<file path="src/rtl/opb_trigger_regbank.sv">
// OPB slave register bank: C_NUM_REGS bus-writable 32-bit words driven into user logic.
// Each word is a level register or a self-clearing trigger held for C_PULSE_LEN cycles.
//
// state | meaning
// IDLE  | waiting for an address hit (blocked for one cycle after an ack)
// ACK   | single acknowledge cycle; a pending write commits on the edge ending it
module opb_trigger_regbank #(
  parameter logic [31:0]           C_BASEADDR   = 32'h0106_0100,
  parameter logic [31:0]           C_HIGHADDR   = 32'h0106_01FF,
  parameter int                    C_OPB_AWIDTH = 32,
  parameter int                    C_OPB_DWIDTH = 32,
  parameter int                    C_NUM_REGS   = 4,
  parameter logic [C_NUM_REGS-1:0] C_PULSE_MASK = 1,
  parameter int                    C_PULSE_LEN  = 1,
  parameter string                 C_FAMILY     = "virtex5"
) (
  input  logic                          OPB_Clk,
  input  logic                          OPB_Rst_n,
  input  logic [0:C_OPB_AWIDTH-1]       OPB_ABus,
  input  logic [0:C_OPB_DWIDTH/8-1]     OPB_BE,
  input  logic [0:C_OPB_DWIDTH-1]       OPB_DBus,
  input  logic                          OPB_RNW,
  input  logic                          OPB_select,
  input  logic                          OPB_seqAddr,
  output logic [0:C_OPB_DWIDTH-1]       Sl_DBus,
  output logic                          Sl_xferAck,
  output logic                          Sl_errAck,
  output logic                          Sl_retry,
  output logic                          Sl_toutSup,
  output logic [32*C_NUM_REGS-1:0]      user_data_out,
  output logic [C_NUM_REGS-1:0]         user_trig_active
);

  typedef enum logic {ST_IDLE = 1'b0, ST_ACK = 1'b1} state_t;

  localparam logic [7:0] PULSE_LEN8 = 8'(C_PULSE_LEN);
  localparam string unused_family = C_FAMILY;

  state_t      state_q, state_d;
  logic        ack_prev_q;
  logic        xfer_ack;
  logic        hit;
  logic        addr_in_win;
  logic [31:0] addr_idx;
  logic [31:0] lat_idx;
  logic [31:0] lat_data;
  logic [0:3]  lat_be;
  logic        lat_rnw;
  logic [31:0] wr_mask;
  logic        wr_any;
  logic [31:0] rd_data;
  logic [31:0] regs [C_NUM_REGS];
  logic [7:0]  cnt  [C_NUM_REGS];
  logic        unused_inputs;

  assign unused_inputs = OPB_seqAddr;

  assign addr_in_win = (OPB_ABus >= C_BASEADDR) && (OPB_ABus <= C_HIGHADDR);
  assign addr_idx    = (OPB_ABus - C_BASEADDR) >> 2;
  assign hit         = OPB_select && addr_in_win && (state_q == ST_IDLE) && !ack_prev_q;

  always_ff @(posedge OPB_Clk or negedge OPB_Rst_n) begin
    if (!OPB_Rst_n) begin
      state_q    <= ST_IDLE;
      ack_prev_q <= 1'b0;
    end else begin
      state_q    <= state_d;
      ack_prev_q <= xfer_ack;
    end
  end

  always_comb begin
    state_d = state_q;
    case (state_q)
      ST_IDLE: if (hit) state_d = ST_ACK;
      ST_ACK:  state_d = ST_IDLE;
      default: state_d = ST_IDLE;
    endcase
  end

  always_comb begin
    xfer_ack = (state_q == ST_ACK);
  end

  // Capture the request on the hit edge so select may drop during ACK.
  always_ff @(posedge OPB_Clk or negedge OPB_Rst_n) begin
    if (!OPB_Rst_n) begin
      lat_idx  <= '0;
      lat_data <= '0;
      lat_be   <= '0;
      lat_rnw  <= 1'b0;
    end else if (hit) begin
      lat_idx  <= addr_idx;
      lat_data <= OPB_DBus;
      lat_be   <= OPB_BE;
      lat_rnw  <= OPB_RNW;
    end
  end

  assign wr_mask = {{8{lat_be[0]}}, {8{lat_be[1]}}, {8{lat_be[2]}}, {8{lat_be[3]}}};
  assign wr_any  = xfer_ack && !lat_rnw && (|lat_be);

  // A write wins over the hold countdown, so a retrigger on the expiry edge reloads.
  always_ff @(posedge OPB_Clk or negedge OPB_Rst_n) begin
    if (!OPB_Rst_n) begin
      for (int k = 0; k < C_NUM_REGS; k++) begin
        regs[k] <= '0;
        cnt[k]  <= '0;
      end
    end else begin
      for (int k = 0; k < C_NUM_REGS; k++) begin
        if (wr_any && (lat_idx == 32'(k))) begin
          regs[k] <= (regs[k] & ~wr_mask) | (lat_data & wr_mask);
          cnt[k]  <= C_PULSE_MASK[k] ? PULSE_LEN8 : 8'd0;
        end else if (cnt[k] != 8'd0) begin
          cnt[k] <= cnt[k] - 8'd1;
          if (cnt[k] == 8'd1) regs[k] <= '0;
        end
      end
    end
  end

  always_comb begin
    rd_data = '0;
    if (xfer_ack && lat_rnw) begin
      for (int k = 0; k < C_NUM_REGS; k++) begin
        if (lat_idx == 32'(k)) rd_data = regs[k];
      end
    end
  end

  for (genvar g = 0; g < C_NUM_REGS; g++) begin : g_user
    assign user_data_out[32*g +: 32] = regs[g];
    assign user_trig_active[g]       = (cnt[g] != 8'd0);
  end

  assign Sl_DBus    = rd_data;
  assign Sl_xferAck = xfer_ack;
  assign Sl_errAck  = 1'b0;
  assign Sl_retry   = 1'b0;
  assign Sl_toutSup = 1'b0;

endmodule

</file>
<file path="config.mk">
export PLATFORM = sky130hd
export DESIGN_NAME = opb_trigger_regbank
export DESIGN_NICKNAME = d
export VERILOG_FILES = /design/src/rtl/opb_trigger_regbank.sv
export SDC_FILE = /design/constraint.sdc
export NUM_CORES = 1
export LEC_CHECK = 0
export BUFFER_PORTS_ARGS = -buffer_cell sky130_fd_sc_hd__buf_2
export CAP_MARGIN = 15
export CORE_MARGIN = 2
export CORE_UTILIZATION = 59
export CTS_CLUSTER_SIZE = 40
export DETAILED_ROUTE_END_ITERATION = 12
export PLACE_DENSITY = 0.86
export SLEW_MARGIN = 40
export SYNTH_ARGS = -nofsm -noshare
export SYNTH_HDL_FRONTEND = slang
export SYNTH_SLANG_ARGS = --single-unit
</file>
<file path="constraint.sdc">
create_clock -name OPB_Clk -period 3.6 [get_ports OPB_Clk]
set_input_delay 0.18 -clock OPB_Clk [delete_from_list [all_inputs] [get_ports OPB_Clk]]
set_output_delay 0.18 -clock OPB_Clk [all_outputs]
set_load 0.02 [all_outputs]
</file>
==> impl_metrics.py, run 1 <==
metrics = {
    "finish": {
        "drive_above_1_share_pct": 28.4,
        "layout.filler_cells": 1216,
        "design.final.nets": 1361,
        "area_growth_syn_to_layout_pct": 25.0,
        "antenna-diode-count": 0,
    },
    "routing": {
        "routed-via-count": 10000,
        "drt_first_pass_iters": 5,
        "drtAntennaViolNets": 0,
        "wirelength_routed_um": 33900,
        "routedWlPerCell_um": 22.2,
        "routed_via_density": 6.56,
        "remaining_drc_errors": 0,
        "dr.first_iter.drc_count": 947,
    },
    "floorplanning": {
        "initial_core_util_pct": 60.4,
        "design.die.area_sq_mm": 0.0196,
        "placeableCoreArea_sq_mm": 0.0180,
        "row_count": 49,
        "io_pins": 241,
        "die_h_um": 140,
        "dieWidth_um": 140,
    },
    "synth": {
        "ys.warnings.count": 0,
        "synth-compound-area-share_pct": 21.5,
        "muxShareOfSynthArea_pct": 7.79,
        "yosysUniqueCellTypes": 63,
        "synth_adder_area_share_pct": 1.15,
        "ys_seq_area_share_pct": 52.6,
        "synthSimpleGateAreaFrac_pct": 11.1,
        "syn-instance-count": 1022,
        "synth-xor-area-share_pct": 1.29,
        "synthFlopType": "dfrtp_1",
        "synth_area_leaders": "dfrtp_1, a22o_1, o21ai_0",
        "synth_top_area_share_pct": 52.6,
        "synth_enable_flop_cells": 0,
        "post_synth_design_cell_area_sq_mm": 0.0109,
        "synth.ff_latch_count": 229,
        "fraction_of_registers_with_async_set_or_reset_after_synthesis_pct": 100,
        "synth_area_per_cell_sq_um": 10.7,
        "synth_top_area_cell": "dfrtp_1",
        "synth_top_family_by_area": "compound AO/OA/AOI/OAI gates",
    },
    "worst_setup_path": {
        "worst_path_cell_trace": "nand2b_1, buf_4, o21ai_0, a21oi_1, o2111ai_1, a21oi_1, buf_2",
        "cp_slowest_cell": "dfrtp_2",
        "worstSetupStartpointType": "register",
        "crit_path_end_kind": "output pin",
        "worstPathMaxFanout": 32,
        "critical_path.max_stage_delay_ns": 0.72,
        "critical_path_most_common_cell": "a21oi_1",
        "critical_path_required_ns": 3.42,
        "arrival_ns": 3.20,
        "start_to_end_type_of_the_worst_setup_path": "reg -> out",
    },
    "pwr": {
        "max-vdd-ir-drop_mv": 0.423,
        "p_leak_uw": 0.00682,
        "report.power.total_uw": 5420,
        "power_per_cell_area_mw_per_mm2": 399,
    },
    "global_route": {
        "groute.usage.overall_pct": 34.1,
        "grt_antenna_before_repair": 0,
        "grt_max_degree": 70,
        "grt_pass1_wl_um": 53400,
        "first_global_vias": 9757,
        "overflow_after_grt": 0,
    },
    "run_status": {
        "run_status": "finished, final reports clean",
    },
    "cts": {
        "cts_made_buffers": 25,
        "cts.repair.resized": 0,
        "clock_tree.htree_level_count": 1,
        "post-cts-setup-buffer-count": 0,
        "clock_buffer_depth": 3,
        "clkSinkCount": 229,
        "clkTransAtPathRegs_ns": 0.06,
        "clock_insertion_delay_worst_skew_ns": 0.53,
        "ctsRootBufferMaster": "clkbuf_16",
        "tritoncts": "yes",
    },
    "timing": {
        "rsz0062_at_grt": "no",
        "setup_violations": 0,
        "skew_ns": 0.0176,
        "final_period_minus_worst_setup_slack_ns": 3.38,
        "report.final.hold_viol_count": 0,
        "worst-slew-pin-transition_ns": 0.850,
        "maxSlewViolCount": 0,
        "f_max_ghz": 0.296,
        "final.period_utilization_pct": 93.9,
        "max-slew-margin-rel_pct": 43.4,
        "fin_tns_setup_ns": 0,
    },
    "placed_design": {
        "port-buffer-count": 236,
        "hpwlAfterDp_um": 22000,
        "final_weighted_congestion_in_routability_driven_placement": 0.876,
    },
    "hold_path": {
        "worst_hold_path_type": "in -> reg",
    },
    "job": {
        "max-cap-violations": 0,
    },
}
[routing by layer]
metal  part of all wire (%)  track usage, %  up-vias
met5                      0               0        -
met3                    9.8            6.92      143
met2                     48            56.7      701
li1                       -               -     4286
met4                    3.9            11.6        0
met1                     38            45.1     4879
[sequential cells by signal, indices dropped and copies added, names as in the netlist]
register       count
cnt               32
user_data_out    128
lat_idx           30
lat_rnw            1
lat_be             4
ack_prev_q         1
Sl_xferAck         1
lat_data          32
[area by class of cell]
type                    instances  area [sq um]  share of cell area [%]
clock buffers                  34           719                    5.29
clock inverters                11           144                    1.06
inverters                      38           143                    1.05
multi-input cells             679          4700                    34.5
flip-flops and latches        229          5730                    42.1
well taps                     229           287                    2.11
repair buffers                305          1880                    13.8
[worst max-delay path, delay by kind of cell, from the launching register on]
kind            cells  cell delay, ns
flops               1            0.72
compound gates      4            0.69
simple gates        1            0.68
buf+inv             2            0.57
[stage by stage]
stage	worst slack (ns)	std cells	util, %	hold slack (ns)	instance area [sq um]
after floorplan	1.25	1024	-	-0.116	10900
after global placement	0.910	1433	67.9	0.345	12200
after detailed placement	0.852	1434	68.1	0.134	12300
after CTS	0.275	1525	75.5	0.0112	13600
after global routing	0.0795	1525	75.5	0.0229	13600
final	0.219	1525	75.5	0.0408	13600
[synthesized netlist by cell type (4+ instances only)]
cell type  count
mux2i_1       28
inv_1         37
nor2_1        41
buf_1          7
clkbuf_1      49
a21oi_1       76
ha_1          10
nor4_4         5
nand4_1        4
nor4_2         4
mux2_2        39
nor2b_1        4
nand2_1       76
a211oi_1       7
mux2_1         7
buf_4          7
or3_1          5
and2_1        13
dfrtp_1      229
xor2_1         5
nand2b_1       4
xnor2_1       11
buf_2         14
o2111ai_1     30
nand3_1        9
a22o_1        96
o21ai_0      122
nor4_1         9
nor3_1        19
[placed cells by master, fill, tap and decap left out, types with 18 or more instances in the layout]
cell type,count
nor2_1,41
buf_2,235
buf_4,19
mux2i_1,28
mux2_2,39
o21ai_0,122
a21oi_1,75
o2111ai_1,30
inv_1,37
nor3_1,18
dfrtp_1,228
clkbuf_16,25
dlygate4sd3_1,46
a22o_1,96
nand2_1,76
[report_power, final]
group	internal, uW	total [uW]	switching [uW]
registers	2570	2570	0.00190
clock network	1620	2680	1060
logic	76.9	172	95.2
[kinds of logic after synthesis]
family,after synthesis
AOI/OAI and AO/OA,354
xor gates and xnor gates,16
adders and majority gates,10
buffers and inverters,116
DFF,229
muxes,77
other,1
and+or+nand+nor,219
[final timing paths]
path | start | to | slack [ns] | depth (start not counted)
setup / recovery | lat_idx[0] | Sl_DBus[21] | 0.22 | 7
hold / removal | OPB_ABus[23] | lat_idx[6] | 0.04 | 3
setup reg to reg | lat_idx[20] | user_data_out[62] | 0.74 | 7
hold reg to reg | Sl_xferAck | ack_prev_q | 0.45 | 0
max in group asynchronous | OPB_Rst_n | user_data_out[65] | 2.39 | 4
min in group asynchronous | OPB_Rst_n | user_data_out[60] | 0.20 | 2
[repair_timing]
action                                  4_1_cts  5_1_grt
hold endpoints to repair                     97        0
endpoints found under the setup margin        0        0
hold buffers                                 46        0
Power figures use the tool's default switching activity.
==> run 2: changes to the inputs <==
--- a/config.mk
+++ b/config.mk
@@ -9,6 +9,7 @@
 export CAP_MARGIN = 15
 export CORE_MARGIN = 2
 export CORE_UTILIZATION = 59
+export CTS_BUF_LIST = sky130_fd_sc_hd__clkbuf_8 sky130_fd_sc_hd__clkbuf_16
 export CTS_CLUSTER_SIZE = 40
 export DETAILED_ROUTE_END_ITERATION = 12
 export PLACE_DENSITY = 0.86
==> impl_metrics.py, run 2 (synthesized netlist as in run 1, its figures left out) <==
metrics = {
    "placed_design": {
        "hpwlAfterDp_um": 22000,
        "port-buffer-count": 236,
        "final_weighted_congestion_in_routability_driven_placement": 0.876,
        "post_dp_cell_area_sq_mm": 0.0123,
    },
    "floorplanning": {
        "io_pins": 241,
        "die_h_um": 140,
        "initial_core_util_pct": 60.4,
        "placeableCoreArea_sq_mm": 0.0180,
        "design.die.area_sq_mm": 0.0196,
        "dieWidth_um": 140,
        "row_count": 49,
    },
    "timing": {
        "worst-slew-pin-transition_ns": 0.861,
        "max-slew-margin-rel_pct": 42.6,
        "skew_ns": 0.0204,
        "fin_tns_setup_ns": 0,
        "holdWs_ns": 0.0398,
        "maxSlewViolCount": 0,
        "f_max_ghz": 0.292,
        "final.period_utilization_pct": 95.0,
        "final_period_minus_worst_setup_slack_ns": 3.42,
        "report.final.hold_viol_count": 0,
        "rsz0062_at_grt": "no",
        "setup_violations": 0,
    },
    "worst_setup_path": {
        "worstSetupStartpointType": "register",
        "crit_cells": 7,
        "cp_slowest_cell": "dfrtp_2",
        "worstPathMaxFanout": 32,
        "critical_path.max_stage_delay_ns": 0.73,
        "critical_path_required_ns": 3.42,
        "critical_path_most_common_cell": "a21oi_1",
        "kind_of_cell_adding_the_most_delay_to_the_critical_path": "flip-flops",
        "cp_num_buf_inv": 2,
        "crit_path_end_kind": "output pin",
        "arrival_ns": 3.24,
        "r2r_start": "lat_idx[20]",
        "start_to_end_type_of_the_worst_setup_path": "reg -> out",
        "worst_path_cell_trace": "nand2b_1, buf_4, o21ai_0, a21oi_1, o2111ai_1, a21oi_1, buf_2",
        "timing.critical_path.from": "lat_idx[0]",
        "crit_path_end": "Sl_DBus[21]",
        "worstReg2RegEnd": "user_data_out[62]",
        "ff2ff_path_depth": 7,
        "reg2reg_slack_ns": 0.72,
    },
    "global_route": {
        "grt_max_degree": 70,
        "overflow_after_grt": 0,
        "grt_pass1_wl_um": 53400,
        "groute.usage.overall_pct": 34.1,
        "first_global_vias": 9757,
        "grt_antenna_before_repair": 0,
    },
    "finish": {
        "postLayoutCoreUtil_pct": 75.5,
        "commonest_cells_after_routing_fill_and_taps_aside": "buf_2, dfrtp_1, o21ai_0",
        "drive_above_1_share_pct": 28.4,
        "area_growth_syn_to_layout_pct": 25.0,
        "largest_register_ff_count": 128,
        "layout.filler_cells": 1216,
        "mostFrequentLayoutCell": "buf_2",
        "design_area_sq_mm": 0.0136,
        "multi_input_comb_area_sq_mm": 0.00470,
        "final-seq-area_sq_mm": 0.00573,
        "design.final.nets": 1361,
        "antenna-diode-count": 0,
    },
    "cts": {
        "ctsRootBufferMaster": "clkbuf_16",
        "tritoncts": "yes",
        "clkTransAtPathRegs_ns": 0.06,
        "post-cts-setup-buffer-count": 0,
        "clock_tree.htree_level_count": 1,
        "cts_made_buffers": 25,
        "clock_buffer_depth": 3,
        "clkSinkCount": 229,
        "clock_insertion_delay_worst_skew_ns": 0.53,
    },
    "routing": {
        "routedWlPerCell_um": 22.3,
        "drt_first_pass_iters": 6,
        "drtAntennaViolNets": 0,
        "remaining_drc_errors": 0,
        "routed-via-count": 10000,
        "routed_via_density": 6.56,
        "dr.first_iter.drc_count": 947,
        "wirelength_routed_um": 34000,
    },
    "run_status": {
        "run_status": "finished, final reports clean",
    },
    "job": {
        "max-cap-violations": 0,
    },
    "hold_path": {
        "worst_hold_path_type": "in -> reg",
    },
    "pwr": {
        "report.power.total_uw": 5420,
        "power_per_cell_area_mw_per_mm2": 398,
        "p_leak_uw": 0.00684,
        "max-vdd-ir-drop_mv": 0.422,
    },
}
==> run 2: layout make-up <==
class	count	area share (%)
Timing Repair Buffer	305	13.8
Inverter	38	1.05
Tap cell	229	2.11
Multi-Input combinational cell	679	34.5
Sequential cell	229	42.1
Clock inverter	14	1.14
Clock buffer	31	5.21
==> run 2: worst min path at each step <==
stage / start / end / slack, ns / cells after the start
3_3_place_gp: OPB_Rst_n / cnt[15] / 0.35 / 1
6_report: OPB_ABus[23] / lat_idx[6] / 0.04 / 3
3_5_place_dp: OPB_Rst_n / cnt[15] / 0.13 / 1
2_1_floorplan: OPB_Rst_n / Sl_xferAck / -0.12 / 0
5_1_grt: OPB_ABus[23] / lat_idx[6] / 0.02 / 3
4_1_cts: OPB_ABus[22] / Sl_xferAck / 0.01 / 4
==> run 2: repair_timing <==
action,in CTS,in global routing
resized for setup,0,0
setup endpoints to repair,0,0
hold buffers,46,0
endpoints found under the hold margin,97,0
==> run 2: metrics by stage <==
stage	worst slack, ns	std cells
CTS	0.275	1525
global route	0.0795	1525
finish	0.181	1525
floorplan	1.25	1024
detailed placement	0.852	1434
global placement	0.910	1433
==> run 2: tightest hold or removal path: cells and delay by family <==
| kind | cells | cell delay (ns) |
|---|---|---|
| buffers and inverters | 2 | 0.21 |
| multiplexers | 1 | 0.14 |
==> run 2: layer usage <==
| metal | global-route usage, % | wire [um] | vias to the layer above |
|---|---|---|---|
| met3 | 6.92 | 3320 | 139 |
| met5 | 0 | 0 | - |
| met2 | 56.7 | 16600 | 707 |
| met1 | 45.1 | 12800 | 4874 |
| li1 | - | - | 4284 |
| met4 | 11.6 | 1250 | 0 |
==> run 2: where the power goes <==
part / leakage (uW) / switching (uW) / internal, uW / total, uW
Sequential: 0.00308 / 0.00190 / 2570 / 2570
Combinational: 0.00331 / 95.6 / 77.0 / 173
Clock: 0.000444 / 1060 / 1610 / 2670
